<file path="src/rtl/amount_display_pkg.sv">
// Shared types and constants for the amount display decoder: FSM state
// encoding, active-low seven-segment codes and a small constant helper.
package amount_display_pkg;

    typedef enum logic [1:0] {
        IDLE,
        SHIFT,
        COMMIT
    } state_t;

    localparam logic [6:0] SEG_BLANK = 7'h7F;
    localparam logic [6:0] SEG_DASH  = 7'h3F;

    // Active-low segment patterns for digits 0..9 (entry 0 is the last element).
    localparam logic [9:0][6:0] SEG_TABLE = {
        7'h10, 7'h00, 7'h78, 7'h02, 7'h12,
        7'h19, 7'h30, 7'h24, 7'h79, 7'h40
    };

    // 10^n, used to find the largest amount the display can show.
    function automatic int pow10(input int n);
        int result;
        result = 1;
        for (int i = 0; i < n; i++) begin
            result = result * 10;
        end
        return result;
    endfunction

endpackage

</file>
<file path="src/rtl/amount_display_seven_segment_encoder.sv">
// Combinational BCD digit to active-low seven-segment encoder.
// Codes above 9 cannot come out of a valid conversion and are shown blank.
module seven_segment_encoder
    import amount_display_pkg::*;
(
    input  logic [3:0] digit,
    output logic [6:0] seg
);

    // Table lookup, with anything outside 0..9 blanked.
    always_comb begin
        seg = SEG_BLANK;
        if (digit <= 4'd9) begin
            seg = SEG_TABLE[digit];
        end
    end

endmodule

</file>
<file path="src/rtl/amount_display.sv">
// amount_display: converts the dispenser's binary amount into decimal digits
// for active-low seven-segment displays using an iterative double-dabble
// conversion, and updates every digit in a single edge once it is finished.
// Optional feature: define LEADING_ZERO_BLANK_EN to blank leading zeros.
module amount_display
    import amount_display_pkg::*;
#(
    parameter int DIGIT_COUNT  = 4,
    parameter int AMOUNT_WIDTH = 14
) (
    input  logic                       clock,
    input  logic                       reset,
    input  logic signed [31:0]         total_amount_in_ml,
    output logic [7*DIGIT_COUNT-1:0]   hex,
    output logic                       busy,
    output logic                       update_done
);

    localparam int BCD_WIDTH = 4 * DIGIT_COUNT;
    localparam int CNT_WIDTH = $clog2(AMOUNT_WIDTH + 1);
    localparam int signed MAX_VALUE = pow10(DIGIT_COUNT) - 1;
    localparam logic [CNT_WIDTH-1:0] CNT_LOAD = CNT_WIDTH'(AMOUNT_WIDTH);
    localparam logic [CNT_WIDTH-1:0] CNT_LAST = CNT_WIDTH'(1);

    state_t                          state;
    logic signed [31:0]              captured;
    logic                            stale;
    logic                            ovf;
    logic [CNT_WIDTH-1:0]            shift_cnt;
    logic [BCD_WIDTH-1:0]            bcd;
    logic [BCD_WIDTH-1:0]            bcd_adj;
    logic [AMOUNT_WIDTH-1:0]         bin;
    logic [BCD_WIDTH+AMOUNT_WIDTH-1:0] shifted;
    logic [7*DIGIT_COUNT-1:0]        digit_seg;
    logic [7*DIGIT_COUNT-1:0]        next_hex;
    logic                            start;
    logic                            out_of_range;
`ifdef LEADING_ZERO_BLANK_EN
    logic                            leading;
`endif

    // A new conversion is needed when the amount moved or after a reset.
    always_comb begin
        start        = (total_amount_in_ml != captured) || stale;
        out_of_range = (total_amount_in_ml < 0) || (total_amount_in_ml > MAX_VALUE);
    end

    // Add-3 correction on every BCD nibble that would overflow past 9 when doubled.
    always_comb begin
        bcd_adj = bcd;
        for (int i = 0; i < DIGIT_COUNT; i++) begin
            if (bcd[4*i +: 4] >= 4'd5) begin
                bcd_adj[4*i +: 4] = bcd[4*i +: 4] + 4'd3;
            end
        end
        shifted = {bcd_adj, bin} << 1;
    end

    genvar g;
    generate
        for (g = 0; g < DIGIT_COUNT; g++) begin : gen_digit
            seven_segment_encoder u_encoder (
                .digit (bcd[4*g +: 4]),
                .seg   (digit_seg[7*g +: 7])
            );
        end
    endgenerate

    // Final display image: optional leading-zero blanking, dashes on overflow.
    always_comb begin
        next_hex = digit_seg;
`ifdef LEADING_ZERO_BLANK_EN
        leading = 1'b1;
        for (int i = DIGIT_COUNT - 1; i >= 1; i--) begin
            if (leading && (bcd[4*i +: 4] == 4'd0)) begin
                next_hex[7*i +: 7] = SEG_BLANK;
            end else begin
                leading = 1'b0;
            end
        end
`endif
        if (ovf) begin
            next_hex = {DIGIT_COUNT{SEG_DASH}};
        end
    end

    // Capture / shift / commit sequencer with registered outputs.
    always_ff @(posedge clock or negedge reset) begin
        if (!reset) begin
            state       <= IDLE;
            captured    <= '0;
            stale       <= 1'b1;
            ovf         <= 1'b0;
            shift_cnt   <= '0;
            bcd         <= '0;
            bin         <= '0;
            hex         <= {DIGIT_COUNT{SEG_BLANK}};
            busy        <= 1'b0;
            update_done <= 1'b0;
        end else begin
            update_done <= 1'b0;
            case (state)
                IDLE: begin
                    if (start) begin
                        captured  <= total_amount_in_ml;
                        stale     <= 1'b0;
                        ovf       <= out_of_range;
                        bcd       <= '0;
                        bin       <= total_amount_in_ml[AMOUNT_WIDTH-1:0];
                        shift_cnt <= CNT_LOAD;
                        busy      <= 1'b1;
                        state     <= SHIFT;
                    end
                end
                SHIFT: begin
                    bcd       <= shifted[BCD_WIDTH+AMOUNT_WIDTH-1:AMOUNT_WIDTH];
                    bin       <= shifted[AMOUNT_WIDTH-1:0];
                    shift_cnt <= shift_cnt - 1'b1;
                    if (shift_cnt == CNT_LAST) begin
                        state <= COMMIT;
                    end
                end
                COMMIT: begin
                    hex         <= next_hex;
                    update_done <= 1'b1;
                    busy        <= 1'b0;
                    state       <= IDLE;
                end
                default: begin
                    state <= IDLE;
                end
            endcase
        end
    end

endmodule

</file>
<file path="config.mk">
export PLATFORM = sky130hd
export DESIGN_NAME = amount_display
export DESIGN_NICKNAME = d
export VERILOG_FILES = /design/src/rtl/amount_display_pkg.sv /design/src/rtl/amount_display_seven_segment_encoder.sv /design/src/rtl/amount_display.sv
export SDC_FILE = /design/constraint.sdc
export NUM_CORES = 1
export LEC_CHECK = 0
export CAP_MARGIN = 15
export CORE_MARGIN = 2
export CORE_UTILIZATION = 51
export DETAILED_ROUTE_END_ITERATION = 12
export PLACE_DENSITY = 0.74
export SYNTH_ARGS = -nofsm -noshare
export SYNTH_HDL_FRONTEND = slang
export SYNTH_SLANG_ARGS = --single-unit
</file>
<file path="constraint.sdc">
create_clock -name clock -period 3.9 [get_ports clock]
set_input_delay 0.585 -clock clock [delete_from_list [all_inputs] [get_ports clock]]
set_output_delay 0.585 -clock clock [all_outputs]
set_load 0.02 [all_outputs]
</file>
==> impl_metrics.csv <==
group,metric,value,unit
outcome,status,"finished clean",
floorplan,die_y,105,µm
final_layout,diodes,0,
final_layout,final_util,62.5,%
yosys,syn_area,0.00523,mm²
timing,rsz0062_at_grt,"false",
hold_path,hold_path_class,"in -> async",
placed_design,hpwl,8060,µm
yosys,synth_nets,542,
timing,hold_violations,0,
yosys,synth_cells,486,
yosys,synth.largest_area_cell,"dfrtp_1",
placed_design,gp_congestion,0.861,
clock_tree,clockBufferDepth,2,
pwr,p_per_area,306,mW/mm²
yosys,ys_seq_area_share,48.5,%
clock_tree,postCtsSetupRepairBufs,0,
timing,clock_skew,0.0140,ns
pwr,finalPower,1.88,mW
yosys,synth.top_cells.by_area,"dfrtp_1 (34%), dfstp_2 (15%), mux2_2 (7.3%), ha_1 (5.3%), xnor2_1 (3.3%)",
floorplan,io_pins,64,
critical_path,cp.arrival,3.06,ns
floorplan,start_util,53.0,%
drt,wl_per_cell,16.3,µm
final_layout,syn_to_final_growth,17.8,%
timing,drv_slew,0,
timing,period_share,72.2,%
global_route,grt_max_degree,41,
pwr,vdd_drop_max,0.000213,V
placed_design,io_buffer_count,63,
clock_tree,cts_inserted_buffers,9,
clock_tree,cts_tree,"yes",
critical_path,slowest_stage,"a31oi_4",
global_route,grt_pass1_vias,3941,
global_route,grt_usage,21.0,%
critical_path,path_cells,"clkdlybuf4s50_1, xor2_1, nor4_1, and4_1, a31oi_4, buf_4, mux2_2",
final_layout,drive_gt1_share,16.2,%
global_route,antenna_found_initial,0,
drt,drc_errors,0,
drt,wl,11100,µm
yosys,synth-seq-cells,100,
global_route,grtUsageMet2,34.4,%
yosys,yosysWarnings,0,
final_layout,nets,600,
timing,layout_min_cycle_time,2.82,ns
drt,drt_iter0_drc,154,
global_route,overflow,0,
critical_path,crit_path_start_kind,"input port",
clock_tree,postCtsHoldBufs,0,
drt,num_vias,3831,
clock_tree,insertion_delay,0.36,ns
final_layout,fin_area,0.00616,mm²
critical_path,cp.required,4.14,ns
critical_path,crit_path_max_fanout,21,
floorplan,die_w,105,µm
clock_tree,htreeDepth,3,
global_route,busiest_layer,"met2",
critical_path,criticalPathCategory,"in -> reg",
timing,worst_slew_pin_slew,0.722,ns
run,maxCapViolCount,0,
timing,setup_viol,0,
placed_design,place_area,0.00597,mm²
floorplan,dieArea,0.0111,mm²
yosys,synth.distinct_cells,47,
global_route,use_met1,27.7,%
drt,dr.pass1.iters,4,
clock_tree,cts_resized,0,
drt,antenna_left,0,
yosys,syn_avg_cell_area,10.8,µm²
timing,slew_headroom,51.9,%
critical_path,crit_path_end_kind,"register",
yosys,synth_top_area_share,34.0,%
clock_tree,path_clk_slew,0.10,ns
floorplan,core,0.00986,mm²
global_route,grt_pass1_wl,18800,µm
global_route,use_met3,4.08,%
timing,fmax,355,MHz
pwr,cellLeakagePower,2.49,nW
timing,setup_tns,0,ns
floorplan,rows,36,
critical_path,critPathMaxStageDelay,0.63,ns
clock_tree,root_buffer,"clkbuf_8",
drt,avgViaCountPerCell,5.62,
clock_tree,cts_sinks,100,
==> per-layer routing <==
metal,share of wire [%],up-vias
li1,-,1853
met1,45,1849
met2,48,115
met3,4.7,14
met4,2.0,0
met5,0,-
==> cells in the mapped netlist (all sizes together) <==
| master | number |
|---|---|
| nand2b | 3 |
| o22ai | 12 |
| nor2b | 15 |
| ha | 22 |
| nand2 | 27 |
| or4 | 2 |
| a41oi | 1 |
| xor2 | 16 |
| and3 | 1 |
| a21boi | 1 |
| o22a | 13 |
| a31oi | 4 |
| mux2 | 34 |
| dfstp | 29 |
| a221o | 12 |
| a22o | 12 |
| o311a | 1 |
| a211oi | 5 |
| nor2 | 44 |
| o2bb2ai | 1 |
| a2bb2oi | 5 |
| and4 | 1 |
| mux2i | 5 |
| nand3 | 6 |
| inv | 24 |
| and2 | 2 |
| nor3 | 4 |
| nand4 | 5 |
| a21oi | 19 |
| dfrtp | 71 |
| clkbuf | 16 |
| xnor2 | 20 |
| o21ai | 25 |
| o211ai | 3 |
| o31ai | 4 |
| o21a | 2 |
| o41ai | 1 |
| a21o | 1 |
| nor4 | 9 |
| o41a | 1 |
| buf | 7 |
==> worst max-delay path: cells and delay by family <==
kind            cells  cell delay (ns)
buf+inv             2             0.84
compound gates      1             0.63
simple gates        2             0.35
mux                 1             0.34
xor+xnor            1             0.31
==> kinds of logic (layout without fill, tap and decap cells) <==
kind of cell / after synthesis / after routing / synth area share, %
xor gates and xnor gates: 36 / 36 / 6.03
adders and majority gates: 22 / 22 / 5.26
and+or+nand+nor: 119 / 119 / 11.0
buffers and inverters: 47 / 110 / 3.99
muxes: 39 / 39 / 8.27
AOI/OAI and AO/OA: 123 / 123 / 16.9
DFF: 100 / 100 / 48.5
==> cell usage in the layout, fill, tap and decap left out, types with 7 or more instances in the layout <==
cell type	n
dfrtp_1	71
clkdlybuf4s50_1	62
nor2_1	44
mux2_2	34
dfstp_2	29
nand2_1	27
o21ai_0	25
inv_1	23
ha_1	22
xnor2_1	20
a21oi_1	19
xor2_1	16
nor2b_1	15
o22a_1	13
o22ai_1	12
a22o_1	12
a221o_1	12
clkbuf_8	9
nor4_1	8
buf_4	7
==> layout make-up <==
class / count / area (µm²)
inverters: 24 / 90.1
fillers: 817 / 3700
flip-flops and latches: 100 / 2540
clock buffers: 11 / 131
clock inverters: 5 / 58.8
repair buffers: 70 / 693
well taps: 133 / 166
multi-input cells: 339 / 2480
==> state kept, by name, indices dropped and copies added (netlist names) <==
name         flops
state            2
stale            1
bcd             16
bin             14
captured        32
ovf              1
shift_cnt        4
hex             28
update_done      1
busy             1
==> power breakdown <==
group          switching [mW]  leakage, nW  internal, mW
Sequential             0.0172         1.16          1.06
Clock                   0.365       0.0948         0.301
Combinational          0.0643         1.23        0.0734
Total                   0.446         2.49          1.44
==> stage by stage <==
step	hold WS (ns)	std cells	worst slack, ns
5_1_grt	0.207	682	1.02
3_3_place_gp	0.465	666	0.774
6_report	0.188	682	1.08
2_1_floorplan	0.289	486	1.79
3_5_place_dp	0.468	666	0.735
4_1_cts	0.196	682	1.12
==> worst paths after layout <==
path                                       start      endpoint  slack [ns]  cells past startpoint
hold / removal                             reset        bcd[4]        0.19                      1
hold reg to reg                          hex[13]       hex[13]        0.48                      2
setup / recovery           total_amount_in_ml[4]  captured[22]        1.08                      7
setup reg to reg                        state[1]  captured[22]        1.39                      5
min in group clock                       hex[13]       hex[13]        0.48                      2
max in group asynchronous                  reset         stale        2.86                      2
No activity file was read; power rests on OpenSTA's default activity.
